**src/rtl/mem_port_arbiter.sv**
```systemverilog
`timescale 1ns/1ps
// Round-robin arbiter that shares one single-ported memory between instruction fetch (0) and data access (1).
// The winning request is latched on the grant edge; each transaction ends with a done pulse or a timeout abort.
module mem_port_arbiter #(
    parameter int ADDR_W      = 32,
    parameter int DATA_W      = 32,
    parameter int ACK_TIMEOUT = 16
) (
    input  logic              clk_i,
    input  logic              rst_i,
    input  logic              req0_i,
    input  logic [ADDR_W-1:0] addr0_i,
    input  logic [DATA_W-1:0] wdata0_i,
    input  logic              we0_i,
    input  logic              req1_i,
    input  logic [ADDR_W-1:0] addr1_i,
    input  logic [DATA_W-1:0] wdata1_i,
    input  logic              we1_i,
    output logic              mem_req_o,
    output logic [ADDR_W-1:0] mem_addr_o,
    output logic [DATA_W-1:0] mem_wdata_o,
    output logic              mem_we_o,
    input  logic              mem_ack_i,
    input  logic [DATA_W-1:0] mem_rdata_i,
    output logic              sel_o,
    output logic [DATA_W-1:0] rdata_o,
    output logic              done0_o,
    output logic              done1_o,
    output logic              err_o
);

    typedef enum logic [1:0] {IDLE, GRANT0, GRANT1} state_t;

    localparam logic [7:0] TMO_LAST = 8'(ACK_TIMEOUT - 1);

    state_t     state;
    state_t     state_nxt;
    logic       last;
    logic [7:0] cnt;
    logic       grant0;
    logic       grant1;
    logic       ack_done;
    logic       tmo_done;

    always_ff @(posedge clk_i) begin
        if (!rst_i) begin
            state <= IDLE;
        end else begin
            state <= state_nxt;
        end
    end

    always_comb begin
        state_nxt = state;
        grant0    = 1'b0;
        grant1    = 1'b0;
        ack_done  = 1'b0;
        tmo_done  = 1'b0;
        case (state)
            IDLE: begin
                // On a tie the requester that was not served last wins
                if (req0_i && (!req1_i || last)) begin
                    grant0    = 1'b1;
                    state_nxt = GRANT0;
                end else if (req1_i) begin
                    grant1    = 1'b1;
                    state_nxt = GRANT1;
                end
            end
            GRANT0, GRANT1: begin
                // An ack in the timeout cycle still counts as a normal completion
                if (mem_ack_i) begin
                    ack_done  = 1'b1;
                    state_nxt = IDLE;
                end else if (cnt == TMO_LAST) begin
                    tmo_done  = 1'b1;
                    state_nxt = IDLE;
                end
            end
            default: state_nxt = IDLE;
        endcase
    end

    always_ff @(posedge clk_i) begin
        if (!rst_i) begin
            mem_req_o   <= 1'b0;
            mem_addr_o  <= '0;
            mem_wdata_o <= '0;
            mem_we_o    <= 1'b0;
            sel_o       <= 1'b0;
            rdata_o     <= '0;
            done0_o     <= 1'b0;
            done1_o     <= 1'b0;
            err_o       <= 1'b0;
            cnt         <= '0;
            last        <= 1'b1;
        end else begin
            done0_o <= 1'b0;
            done1_o <= 1'b0;
            err_o   <= 1'b0;
            if (grant0 || grant1) begin
                mem_req_o   <= 1'b1;
                sel_o       <= grant1;
                mem_addr_o  <= grant1 ? addr1_i  : addr0_i;
                mem_wdata_o <= grant1 ? wdata1_i : wdata0_i;
                mem_we_o    <= grant1 ? we1_i    : we0_i;
                cnt         <= '0;
            end else if (state != IDLE) begin
                cnt <= cnt + 8'd1;
                if (ack_done || tmo_done) begin
                    mem_req_o <= 1'b0;
                    last      <= (state == GRANT1);
                    done0_o   <= (state == GRANT0);
                    done1_o   <= (state == GRANT1);
                    err_o     <= tmo_done;
                    rdata_o   <= ack_done ? mem_rdata_i : '0;
                end
            end
        end
    end

endmodule

```
**config.mk**
```make
export PLATFORM = sky130hd
export DESIGN_NAME = mem_port_arbiter
export DESIGN_NICKNAME = d
export VERILOG_FILES = /design/src/rtl/mem_port_arbiter.sv
export SDC_FILE = /design/constraint.sdc
export NUM_CORES = 1
export LEC_CHECK = 0
export ABC_AREA = 1
export BUFFER_PORTS_ARGS = -buffer_cell sky130_fd_sc_hd__buf_2
export CAP_MARGIN = 20
export CORE_MARGIN = 3
export CORE_UTILIZATION = 45
export CTS_CLUSTER_DIAMETER = 120
export CTS_CLUSTER_SIZE = 24
export DETAILED_ROUTE_END_ITERATION = 6
export GPL_TIMING_DRIVEN = 0
export PLACE_DENSITY = 0.81
export SLEW_MARGIN = 25
export SYNTH_ARGS = -nofsm -noshare
export SYNTH_HDL_FRONTEND = slang
export SYNTH_SLANG_ARGS = --single-unit
```
**constraint.sdc**
```tcl
create_clock -name clk_i -period 2.1 [get_ports clk_i]
set_input_delay 0.21 -clock clk_i [delete_from_list [all_inputs] [get_ports clk_i]]
set_output_delay 0.21 -clock clk_i [all_outputs]
set_load 0.02 [all_outputs]
```
Word-level counts from Yosys, hierarchy flattened:

Cells that the tools add are included.

* register bits: 113
* bits of input ports: 167
* output and inout port bits: 102
* word-level logic and storage cells: 59

* add/sub/neg operators: 1
* equal/unequal tests: 5
* multiplexer cells: 22
* bitwise operators: 4
* reductions and logical operators: 15

Operators with widths (number)
* 32-bit 2-to-1 mux: 3
* 1-bit 2-to-1 mux: 14
* 8-bit by 1-bit adder with 8-bit output, second input constant: 1
* 8-bit by 4-bit == test with 1-bit output, second input constant: 1
* 2-bit 2-to-1 mux: 4
* 3-bit inequality test, second input constant: 2
* 2-bit nonzero test: 3
* 1-bit inverter: 4
* 2-bit one-hot mux with 2 select lines: 1
* 2-bit AND reduction: 2
* 2-bit OR reduction: 2
* 4-bit OR reduction: 1
* 1-bit logical OR: 3
* 3-bit AND reduction: 1
* 2-bit by 1-bit == test with 1-bit output, second input constant: 1
* 2-bit == test, second input constant: 1
* 2-bit zero test: 1
* 1-bit logical AND: 1
* 1-bit zero test: 1

Longest topological paths before layout:

Gate-level depths: netlist (run 1).

* depth after elaboration: 8
* mapped depth: 12
* gate-level depth less buffers: 10

Worst setup path after synthesis (run 1):

Ideal clock, no wire load.

* path type: register to register
* start point: register state[0]
* end point: register rdata_o[10]
* setup time: 132 ps
* arrival time: 1398 ps
* data required time: 1968 ps
* slack: 570 ps
* cell stages (with the launch flop): 11
* buffers on the path: 1
* period minus slack after synthesis: 1530 ps
* cell sequence: dfxtp_1 -> inv_1 -> ha_1 -> inv_1 -> nor2_1 -> nand4_1 -> nand2_1 -> nand2_2 -> buf_2 -> nand2_1 -> a21oi_1

* word-level cells in the longest chain between the ends: 5
* elaborated cells between the ends (all ways): 14
* those cells by class: eq/ne (2); mux (5); bitwise (1); reduce/logical (6)

Ends and longest elaborated chain
* from (decl): line 36 `state_t state;`
* from (signal assigned): line 49 `state <= state_nxt;`
* 2-bit == test, or another cell as far along: line 59 `case (state)`
* 2-bit OR reduction or 1-bit 2-to-1 mux (tied branches): line 59
* 1-bit 2-to-1 mux or 1-bit logical OR (tied branches): line 59, 101
* 1-bit logical OR or 1-bit inverter (tied branches)
* 3-bit AND reduction (no line)
* to (signal assigned): line 116 `rdata_o <= ack_done ? mem_rdata_i : '0;`
* to (decl): line 26 `output logic [DATA_W-1:0] rdata_o,`

Parallel ways exist; a longest one is shown, timed or not.
A chain may end at the register's enable or synchronous reset.

Worst setup path after layout (run 1):

* start point: register state[0]
* end point: register rdata_o[18]

Same word-level chain as after synthesis.

==> results of run 1 <==
==> flip-flops by register name, summed over array words and instances, names as in the netlist <==
register / cells
err_o: 1
mem_we_o: 1
state: 2
cnt: 8
rdata_o: 32
done1_o: 1
mem_addr_o: 32
mem_wdata_o: 32
done0_o: 1
last: 1
mem_req_o: 1
sel_o: 1
==> repair_timing <==
action	in CTS	in global routing
hold buffers	74	1
hold endpoints to repair	74	1
buffers inserted	0	0
==> cell families after synthesis <==
kind of cell             Yosys count  share of synthesized area
AO/OA/AOI/OAI                     41                     0.0418
XOR/XNOR                           3                    0.00535
adder cells (fa/ha/maj)            4                     0.0102
buffers and inverters             59                     0.0673
flip-flops                       113                      0.461
AND/OR/NAND/NOR                  511                      0.414
==> synthesized netlist by cell type <==
library cell and instances:
dfxtp_1 113, nor3_2 1, or2_2 1, nand3_1 71, inv_1 10, ha_1 4
nand4_1 3, nor3_1 2, buf_1 2, nor3b_1 1, xor2_1 3, clkbuf_1 12
a21oi_1 41, buf_6 11, nand2_1 415, nand2_2 1, nor2_1 15, buf_2 21
nor2_2 1, inv_2 3
==> metrics by stage <==
stage	area [sq um]	worst slack [ns]	hold slack, ns	std cells	util
finish	7760	0.189	0.0190	1242	0.742
CTS	7750	0.257	0.000227	1241	0.741
global route	7760	0.0394	0.00421	1242	0.742
global placement	6420	0.320	0.423	1135	0.614
floorplan	4910	0.570	0.294	731	-
detailed placement	6420	0.272	0.427	1135	0.614
==> metal layers <==
| metal | GRT usage | wire, um | vias to the layer above |
|---|---|---|---|
| met5 | 0 | 0 | - |
| met2 | 0.506 | 8970 | 284 |
| met3 | 0.0948 | 1400 | 42 |
| met4 | 0.0993 | 459 | 0 |
| met1 | 0.314 | 6970 | 2766 |
| li1 | - | - | 3005 |
==> power groups by stage <==
stage                     Sequential (W)  Clock [W]  Combinational (W)
after global placement           0.00247          0            0.00139
after global routing             0.00246    0.00305            0.00168
final                            0.00244    0.00290            0.00153
after detailed placement         0.00248          0            0.00140
after floorplan                  0.00270          0           0.000626
after CTS                        0.00244    0.00293            0.00151
==> cell type report <==
class	count	area (sq um)	area share
inverters	13	48.8	0.00629
clock inverters	11	163	0.0210
repair buffers	343	2090	0.270
flip-flops and latches	113	2260	0.291
clock buffers	21	429	0.0553
well taps	136	170	0.0219
plain buffers	46	282	0.0363
multi-input cells	559	2320	0.298
==> worst max path at each step <==
stage	from	end	slack (ns)	cells after the start
after floorplan	state[0]	rdata_o[10]	0.57	10
after global placement	state[0]	rdata_o[24]	0.32	8
after detailed placement	state[0]	rdata_o[13]	0.27	8
after CTS	state[0]	rdata_o[27]	0.26	8
after global routing	state[0]	rdata_o[18]	0.04	7
final	state[0]	rdata_o[18]	0.19	7
==> worst max-delay path: cells and delay by family (launching register included) <==
family | cells | cell delay [ns]
flip-flops | 1 | 0.36
AND/OR/NAND/NOR | 2 | 0.44
AO/OA/AOI/OAI | 1 | 0.20
buffers and inverters | 3 | 0.60
adder cells (fa/ha/maj) | 1 | 0.23
==> results.json, run 1 <==
{
  "outcome": "complete, no violations",
  "crit_top_cell": "buf_2",
  "crit_type": "flip-flop to flip-flop",
  "hold_viol_final": 0,
  "cts_tree": "done",
  "min_from": "wdata0_i[12]",
  "grt_pass1_wl_mm": 28.6,
  "p_switching_w": 0.00203,
  "synth_cell_types": 20,
  "drv_cap": 0,
  "clkPwrFrac": 0.422,
  "drt_iter0_markers": 503,
  "clock.fmax_mhz": 523,
  "end_kind": "flip-flop",
  "synthTopCellsByArea": "dfxtp_1 (46%), nand2_1 (32%), nand3_1 (7.2%)",
  "finish.net_count": 1264,
  "max_slew_margin": 0.675,
  "p_total_w": 0.00688,
  "switching_share": 0.296,
  "place_congestion": 0.892,
  "ant_nets": 0,
  "drv_slew": 0,
  "drtPass1Iterations": 5,
  "diodes": 0,
  "rows": 37,
  "power_leakage_nw": 4.22,
  "yosysWarnings": 0,
  "drt_wl_total_mm": 17.8,
  "clkSlewWorstSetupHoldPaths_ns": 0.06,
  "clockRootBuffer": "clkbuf_8",
  "core_sq_um": 10500,
  "dpl.hpwl_mm": 11.7,
  "clock-sinks": 113,
  "final_common_cell": "nand2_1",
  "power.density_nw_per_um2": 886,
  "arrival_ns": 2.33,
  "yosysTopAreaCell": "dfxtp_1",
  "grt_start_max_net_pins": 17,
  "layout-drive-gt1-share": 0.303,
  "fp.dieH_um": 110,
  "cts-resized-gates": 0,
  "syn-instance-count": 731,
  "syn_nets": 902,
  "port_buffers": 268,
  "worst_slew_pin_slew_ns": 0.487,
  "avgSynthCellArea_sq_um": 6.71,
  "drc": 0,
  "hold_depth": 5,
  "critical_path.cell_chain": "inv_1, ha_1, buf_2, nor2_1, buf_2, nand2_1, a21oi_1",
  "routedWlPerCell_um": 14.3,
  "worstPathMaxFanout": 10,
  "die_area_sq_um": 12200,
  "rsz0062_at_grt": "false",
  "ff2ff_setup_slack_ns": 0.19,
  "grt_antenna_before_repair": 0,
  "num_io_pins": 269,
  "cts.htree.levels": 4,
  "grt_overflow": 0,
  "r2r_end": "rdata_o[18]",
  "worst_setup_path_start_kind": "flip-flop",
  "synth.cell_area_sq_um": 4910,
  "grt_pass1_vias": 5968,
  "skew_ns": 0.00973,
  "slowest_stage": "dfxtp_1",
  "layout_common_cells": "nand2_1 (415), buf_2 (289), dfxtp_1 (113)",
  "pwr-share-comb": 0.222,
  "reg2reg_depth": 7,
  "timing.final.crit_share": 0.910,
  "holdPathEnd": "mem_wdata_o[12]",
  "start_util": 0.469,
  "final.setup.tns_ns": 0,
  "die_w_um": 110,
  "p_int_w": 0.00484,
  "vias": 6097,
  "worst_hold_path_type": "input port to flip-flop",
  "cts_buffer_depth": 2,
  "area_growth_syn_to_layout_pct": 58.1,
  "sequentialPowerShare": 0.355,
  "routed_via_density": 4.91,
  "cts_buffers": 17,
  "ys_seq_area_frac": 0.461,
  "cp_slowest_stage_delay_ns": 0.36,
  "fill_cells": 832,
  "track_usage": 0.284,
  "clk-insertion-delay-late_ns": 0.50,
  "max-vdd-ir-drop_v": 0.000731,
  "required_ns": 2.51,
  "r2r_start": "state[0]",
  "synth_seq_cells": 113,
  "yosys.area.top_type_share": 0.461,
  "period_minus_slack_ns": 1.91,
  "setup_viol": 0
}
No activity file was read; power rests on OpenSTA's default activity.
==> run 2, diff against run 1 <==
- CELL_PAD_IN_SITES_DETAIL_PLACEMENT: default -> 1
- CELL_PAD_IN_SITES_GLOBAL_PLACEMENT: default -> 2
- CORE_UTILIZATION: 45 -> 22
- PLACE_DENSITY: 0.81 -> default
- PLACE_DENSITY_LB_ADDON: default -> 0.1
- RECOVER_POWER: default -> 25
- SETUP_SLACK_MARGIN: default -> 0.3
==> run 2 against run 1 <==
  * First-iteration DRC count is 52% lower
  * Combinational power is 6% lower
  * Clock-buffer cell count is 3 lower
  * Die area is 98% higher
  * Maximum frequency is 14% higher
  * Largest power group unchanged
  * Utilization is 41 points lower
  * Critical endpoint is now cnt[5]
  * Via count is 10% lower
  * Wire length is 5.5% higher
  * Global-route usage is 13 points lower
  * Cell count is 5.9% higher
  * Worst hold slack better by 0.011 ns
  * Design area is 7.3% lower
==> results.json, run 2 (synthesized netlist as in run 1, its figures left out) <==
{
  "outcome": "complete, no violations",
  "clkPwrFrac": 0.419,
  "fin_ws_ns": 0.418,
  "drv_slew": 0,
  "reg.largest.list": "mem_addr_o x32, mem_wdata_o x32, rdata_o x32",
  "layout-drive-gt1-share": 0.290,
  "worst_hold_path_type": "input port to flip-flop",
  "grt_pass1_wl_mm": 29.8,
  "clockRootBuffer": "clkbuf_16",
  "die_area_sq_um": 24100,
  "routedWlPerCell_um": 14.3,
  "worst_setup_path_start_kind": "flip-flop",
  "cts_buffer_depth": 2,
  "max-vdd-ir-drop_v": 0.000481,
  "worst_slew_pin_slew_ns": 0.557,
  "cts_buffers": 17,
  "reg2reg_depth": 7,
  "place_congestion": 0.744,
  "rows": 54,
  "timing.final.crit_share": 0.801,
  "clock.fmax_mhz": 594,
  "fill_cells": 2887,
  "crit_type": "flip-flop to flip-flop",
  "dp_slack_ns": 0.128,
  "drt_wl_total_mm": 18.8,
  "cts_hold_repair.buffers": 0,
  "p_switching_w": 0.00217,
  "utilization": 0.329,
  "multi_input_area_sq_um": 2340,
  "drt_iter0_markers": 239,
  "end_kind": "flip-flop",
  "layout_common_cells": "nand2_1 (414), buf_2 (229), dfxtp_1 (111)",
  "clkSlewWorstSetupHoldPaths_ns": 0.06,
  "grt_antenna_before_repair": 0,
  "hold_depth": 2,
  "critPathTopFamily": "simple AND/OR/NAND/NOR gates",
  "dp.cells": 1279,
  "dpl.hpwl_mm": 14.3,
  "final_common_cell": "nand2_1",
  "fp.dieH_um": 155,
  "num_io_pins": 269,
  "start_util": 0.224,
  "critPathBufInv": 2,
  "grt_start_max_net_pins": 17,
  "critical_path.cell_chain": "inv_1, ha_1, buf_6, nor3_2, nand2_1, or2_2, a21oi_1",
  "seq_area_sq_um": 2260,
  "routed_via_density": 4.17,
  "hold_viol_final": 0,
  "cp_slowest_stage_delay_ns": 0.34,
  "period_minus_slack_ns": 1.68,
  "worstPathMaxFanout": 10,
  "grt_pass1_vias": 5592,
  "required_ns": 2.44,
  "core_sq_um": 21900,
  "path_depth": 7,
  "max_slew_margin": 0.628,
  "sequentialPowerShare": 0.365,
  "power.density_nw_per_um2": 928,
  "final.setup.tns_ns": 0,
  "skew_ns": 0.0111,
  "switching_share": 0.325,
  "ant_nets": 0,
  "slowest_stage": "dfxtp_2",
  "grt_overflow": 0,
  "port_buffers": 268,
  "cts_tree": "done",
  "drc": 0,
  "die_w_um": 155,
  "rsz0062_at_grt": "true",
  "drtPass1Iterations": 4,
  "setup_viol": 0,
  "arrival_ns": 2.02,
  "pwr-share-comb": 0.216,
  "vias": 5483,
  "finish.net_count": 1192,
  "track_usage": 0.154,
  "cts.htree.levels": 4,
  "clock-sinks": 113,
  "fin_cells": 1315,
  "p_int_w": 0.00451,
  "area_growth_syn_to_layout_pct": 46.6,
  "power_leakage_nw": 3.75,
  "drv_cap": 0,
  "clk-insertion-delay-late_ns": 0.41
}
-- run 2: final cells by class --
type	instances	share of cell area
inverters	13	0.00678
flip-flops and latches	113	0.315
multi-input cells	559	0.325
clock inverters	14	0.0183
plain buffers	46	0.0450
well taps	280	0.0487
clock buffers	18	0.0610
repair buffers	271	0.180
diodes	1	0.000348
-- run 2: worst register-to-register path, stage by stage, from the launching register on --
cell,delay [ns]
dfxtp_2,0.34
inv_1,0.06
ha_1,0.24
buf_6,0.18
nor3_2,0.29
nand2_1,0.10
or2_2,0.28
a21oi_1,0.12
-- run 2: final timing paths --
check	slack (ns)	start	to
worst min register to register	0.44	mem_addr_o[18]	mem_addr_o[18]
worst max register to register	0.42	state[0]	cnt[5]
worst min-delay path	0.03	rst_i	last
worst max-delay path	0.42	state[0]	cnt[5]
-- run 2: per-stage QoR --
step                      hold slack, ns  power (W)  cell area [sq um]
after global placement             0.424    0.00395               6600
after CTS                         0.0112    0.00682               7210
after floorplan                    0.294    0.00333               4910
after global routing              0.0232    0.00709               7190
after detailed placement           0.427    0.00395               6600
final                             0.0296    0.00667               7190
-- run 2: timing repair --
item | in CTS | in global routing
setup buffers | 1 | 2
pin swaps | 2 | 1
resized for setup | 10 | 20
endpoints found under the setup margin | 64 | 99
-- run 2: power by group through the flow --
stage | Clock (W) | Sequential [W] | Combinational (W)
finish | 0.00280 | 0.00244 | 0.00144
global route | 0.00300 | 0.00246 | 0.00163
CTS | 0.00290 | 0.00243 | 0.00149
detailed placement | 0 | 0.00248 | 0.00147
global placement | 0 | 0.00247 | 0.00147
floorplan | 0 | 0.00270 | 0.000626
-- run 2: per-layer routing --
| layer | track usage | routed length [um] | vias up | share of wire |
|---|---|---|---|---|
| li1 | - | - | 2865 | - |
| met5 | 0 | 0 | - | 0 |
| met1 | 0.194 | 8390 | 2441 | 0.45 |
| met4 | 0.0358 | 142 | 0 | 0.0076 |
| met3 | 0.0679 | 1720 | 13 | 0.092 |
| met2 | 0.244 | 8540 | 164 | 0.45 |
==> run 3, diff against run 2 <==
- clock period: 2.1 -> 1.7 ns (I/O delays scaled with it)
==> run 3 against run 2 <==
  * Clock power grew 29%
  * Wire length grew 7.6%
  * Utilization is 7.1 points higher
  * Clock skew grew 0.00086 ns
  * Worst hold slack lost 0.0071 ns
  * Via count rose by 6.8%
  * Sequential power grew 25%
  * Non-clock buffer count is 71 higher
  * Design area is 22% higher
  * Critical endpoint is now rdata_o[26]
  * Largest power group unchanged
  * Highest routed layer is now met5
==> results.json, run 3 (synthesized netlist as in run 1, its figures left out) <==
{
  "outcome": "complete, no violations",
  "timing.final.crit_share": 0.958,
  "p_int_w": 0.00617,
  "worstPathMaxFanout": 10,
  "clock.fmax_mhz": 614,
  "worst_hold_path_type": "input port to flip-flop",
  "cp_slowest_stage_delay_ns": 0.33,
  "drv_cap": 0,
  "cts_buffer_depth": 2,
  "num_io_pins": 269,
  "p_switching_w": 0.00298,
  "critPathBufInv": 3,
  "ant_nets": 0,
  "hold_viol_final": 0,
  "final.setup.tns_ns": 0,
  "skew_ns": 0.0119,
  "final_common_cell": "nand2_1",
  "drtPass1Iterations": 4,
  "port_buffers": 268,
  "drv_slew": 0,
  "grt_overflow": 0,
  "critPathTopFamily": "simple AND/OR/NAND/NOR gates",
  "grt_start_max_net_pins": 17,
  "rows": 54,
  "die_w_um": 155,
  "max-vdd-ir-drop_v": 0.000598,
  "place_area_sq_um": 6640,
  "grt_antenna_before_repair": 3,
  "reg2reg_depth": 10,
  "area_growth_syn_to_layout_pct": 78.3,
  "worst_setup_path_start_kind": "flip-flop",
  "final_cell_area_sq_um": 8750,
  "multi_input_area_sq_um": 2850,
  "end_kind": "flip-flop",
  "track_usage": 0.164,
  "vias": 5858,
  "cts_buffers": 17,
  "cts_tree": "done",
  "max_slew_margin": 0.630,
  "fp.dieH_um": 155,
  "power.density_nw_per_um2": 1050,
  "dpl.hpwl_mm": 14.1,
  "cts.htree.levels": 4,
  "grt_pass1_wl_mm": 31.3,
  "ff2ff_setup_slack_ns": 0.07,
  "finish.net_count": 1263,
  "hold_depth": 3,
  "period_minus_slack_ns": 1.63,
  "place_congestion": 0.727,
  "grt_pass1_vias": 5866,
  "arrival_ns": 1.91,
  "drt_wl_total_mm": 20.2,
  "pwr-share-comb": 0.271,
  "path_depth": 10,
  "routed_via_density": 4.23,
  "clkPwrFrac": 0.395,
  "power_leakage_nw": 4.50,
  "required_ns": 1.98,
  "layout-drive-gt1-share": 0.434,
  "seq_area_sq_um": 2270,
  "start_util": 0.224,
  "routedWlPerCell_um": 14.6,
  "critical_path.cell_chain": "inv_2, ha_4, inv_2, nor2_4, nand4_1, nand2_2, nand2_4, buf_6, nand2_1, a21oi_1",
  "crit_top_cell": "inv_2",
  "clock-sinks": 113,
  "slowest_stage": "dfxtp_2",
  "rsz0062_at_grt": "true",
  "drc": 0,
  "diodes": 0,
  "clkSlewWorstSetupHoldPaths_ns": 0.06,
  "setup_viol": 0,
  "fill_cells": 2767,
  "core_sq_um": 21900,
  "switching_share": 0.326,
  "drt_iter0_markers": 205,
  "sequentialPowerShare": 0.334,
  "die_area_sq_um": 24100,
  "p_total_w": 0.00915,
  "clk-insertion-delay-late_ns": 0.42,
  "worst_slew_pin_slew_ns": 0.555,
  "clockRootBuffer": "clkbuf_16",
  "layout_common_cells": "nand2_1 (313), buf_2 (234), dfxtp_1 (110)",
  "crit_type": "flip-flop to flip-flop",
  "reg.largest.list": "mem_addr_o x32, mem_wdata_o x32, rdata_o x32"
}
==> run 3: cell count changes in the layout (fill, tap and decap cells not counted), moves of 5 or more <==
cell	delta
nand2_1	-101
nand2_2	+77
dlygate4sd3_1	+31
nand2_4	+23
buf_4	+22
a21oi_1	-12
clkbuf_1	-12
a21oi_2	+11
buf_8	+11
buf_12	+7
buf_16	+6
buf_2	+5
==> run 3: worst paths after layout <==
check	from	endpoint
worst max-delay path	state[0]	rdata_o[26]
worst min-delay path	mem_rdata_i[5]	rdata_o[5]
worst max register to register	state[0]	rdata_o[26]
worst min register to register	mem_addr_o[2]	mem_addr_o[2]
==> run 3: per-layer routing <==
metal  routed length [um]  GRT usage  up-vias
li1                     -          -     3019
met1                 8730      0.204     2649
met2                 9790      0.269      166
met3                 1450     0.0548       18
met4                  189     0.0488        6
met5                   41          0        -
==> run 3: cell type report <==
class	count	share of cell area
Clock buffer	17	0.0486
Multi-Input combinational cell	559	0.325
Sequential cell	113	0.259
Timing Repair Buffer	342	0.250
Clock inverter	15	0.0193
Inverter	13	0.00701
Buffer	46	0.0509
Tap cell	280	0.0400
==> run 3: repair_timing <==
item                                   in CTS  in global routing
gates cloned                                9                  2
buffers inserted                           28                  4
endpoints found under the hold margin      31                  0
setup endpoints to repair                 113                112
pin swaps                                  17                 13
resized for setup                         148                 81
hold buffers                               31                  0
==> run 3: power groups by stage <==
stage / Clock [W] / Sequential [W] / Combinational, W
after floorplan: 0 / 0.00334 / 0.000793
after global placement: 0 / 0.00305 / 0.00184
after detailed placement: 0 / 0.00306 / 0.00183
after CTS: 0.00375 / 0.00303 / 0.00239
after global routing: 0.00388 / 0.00308 / 0.00273
final: 0.00361 / 0.00305 / 0.00248
==> run 3: worst reg2reg max path, delay by kind of cell, from the launching register on <==
kind / cells / cell delay [ns]
adder cells (fa/ha/maj): 1 / 0.26
AO/OA/AOI/OAI: 1 / 0.05
AND/OR/NAND/NOR: 5 / 0.59
flip-flops: 1 / 0.33
buffers and inverters: 3 / 0.27
==> run 3: stage by stage <==
stage          setup WS (ns)  hold slack [ns]  utilization  instances
2_1_floorplan          0.226            0.254            -        731
3_3_place_gp         -0.0836            0.401        0.303       1279
3_5_place_dp          -0.106            0.400        0.303       1279
6_report              0.0711           0.0225        0.400       1385
5_1_grt              -0.0618           0.0113        0.400       1385
4_1_cts                0.111         0.000391        0.385       1379
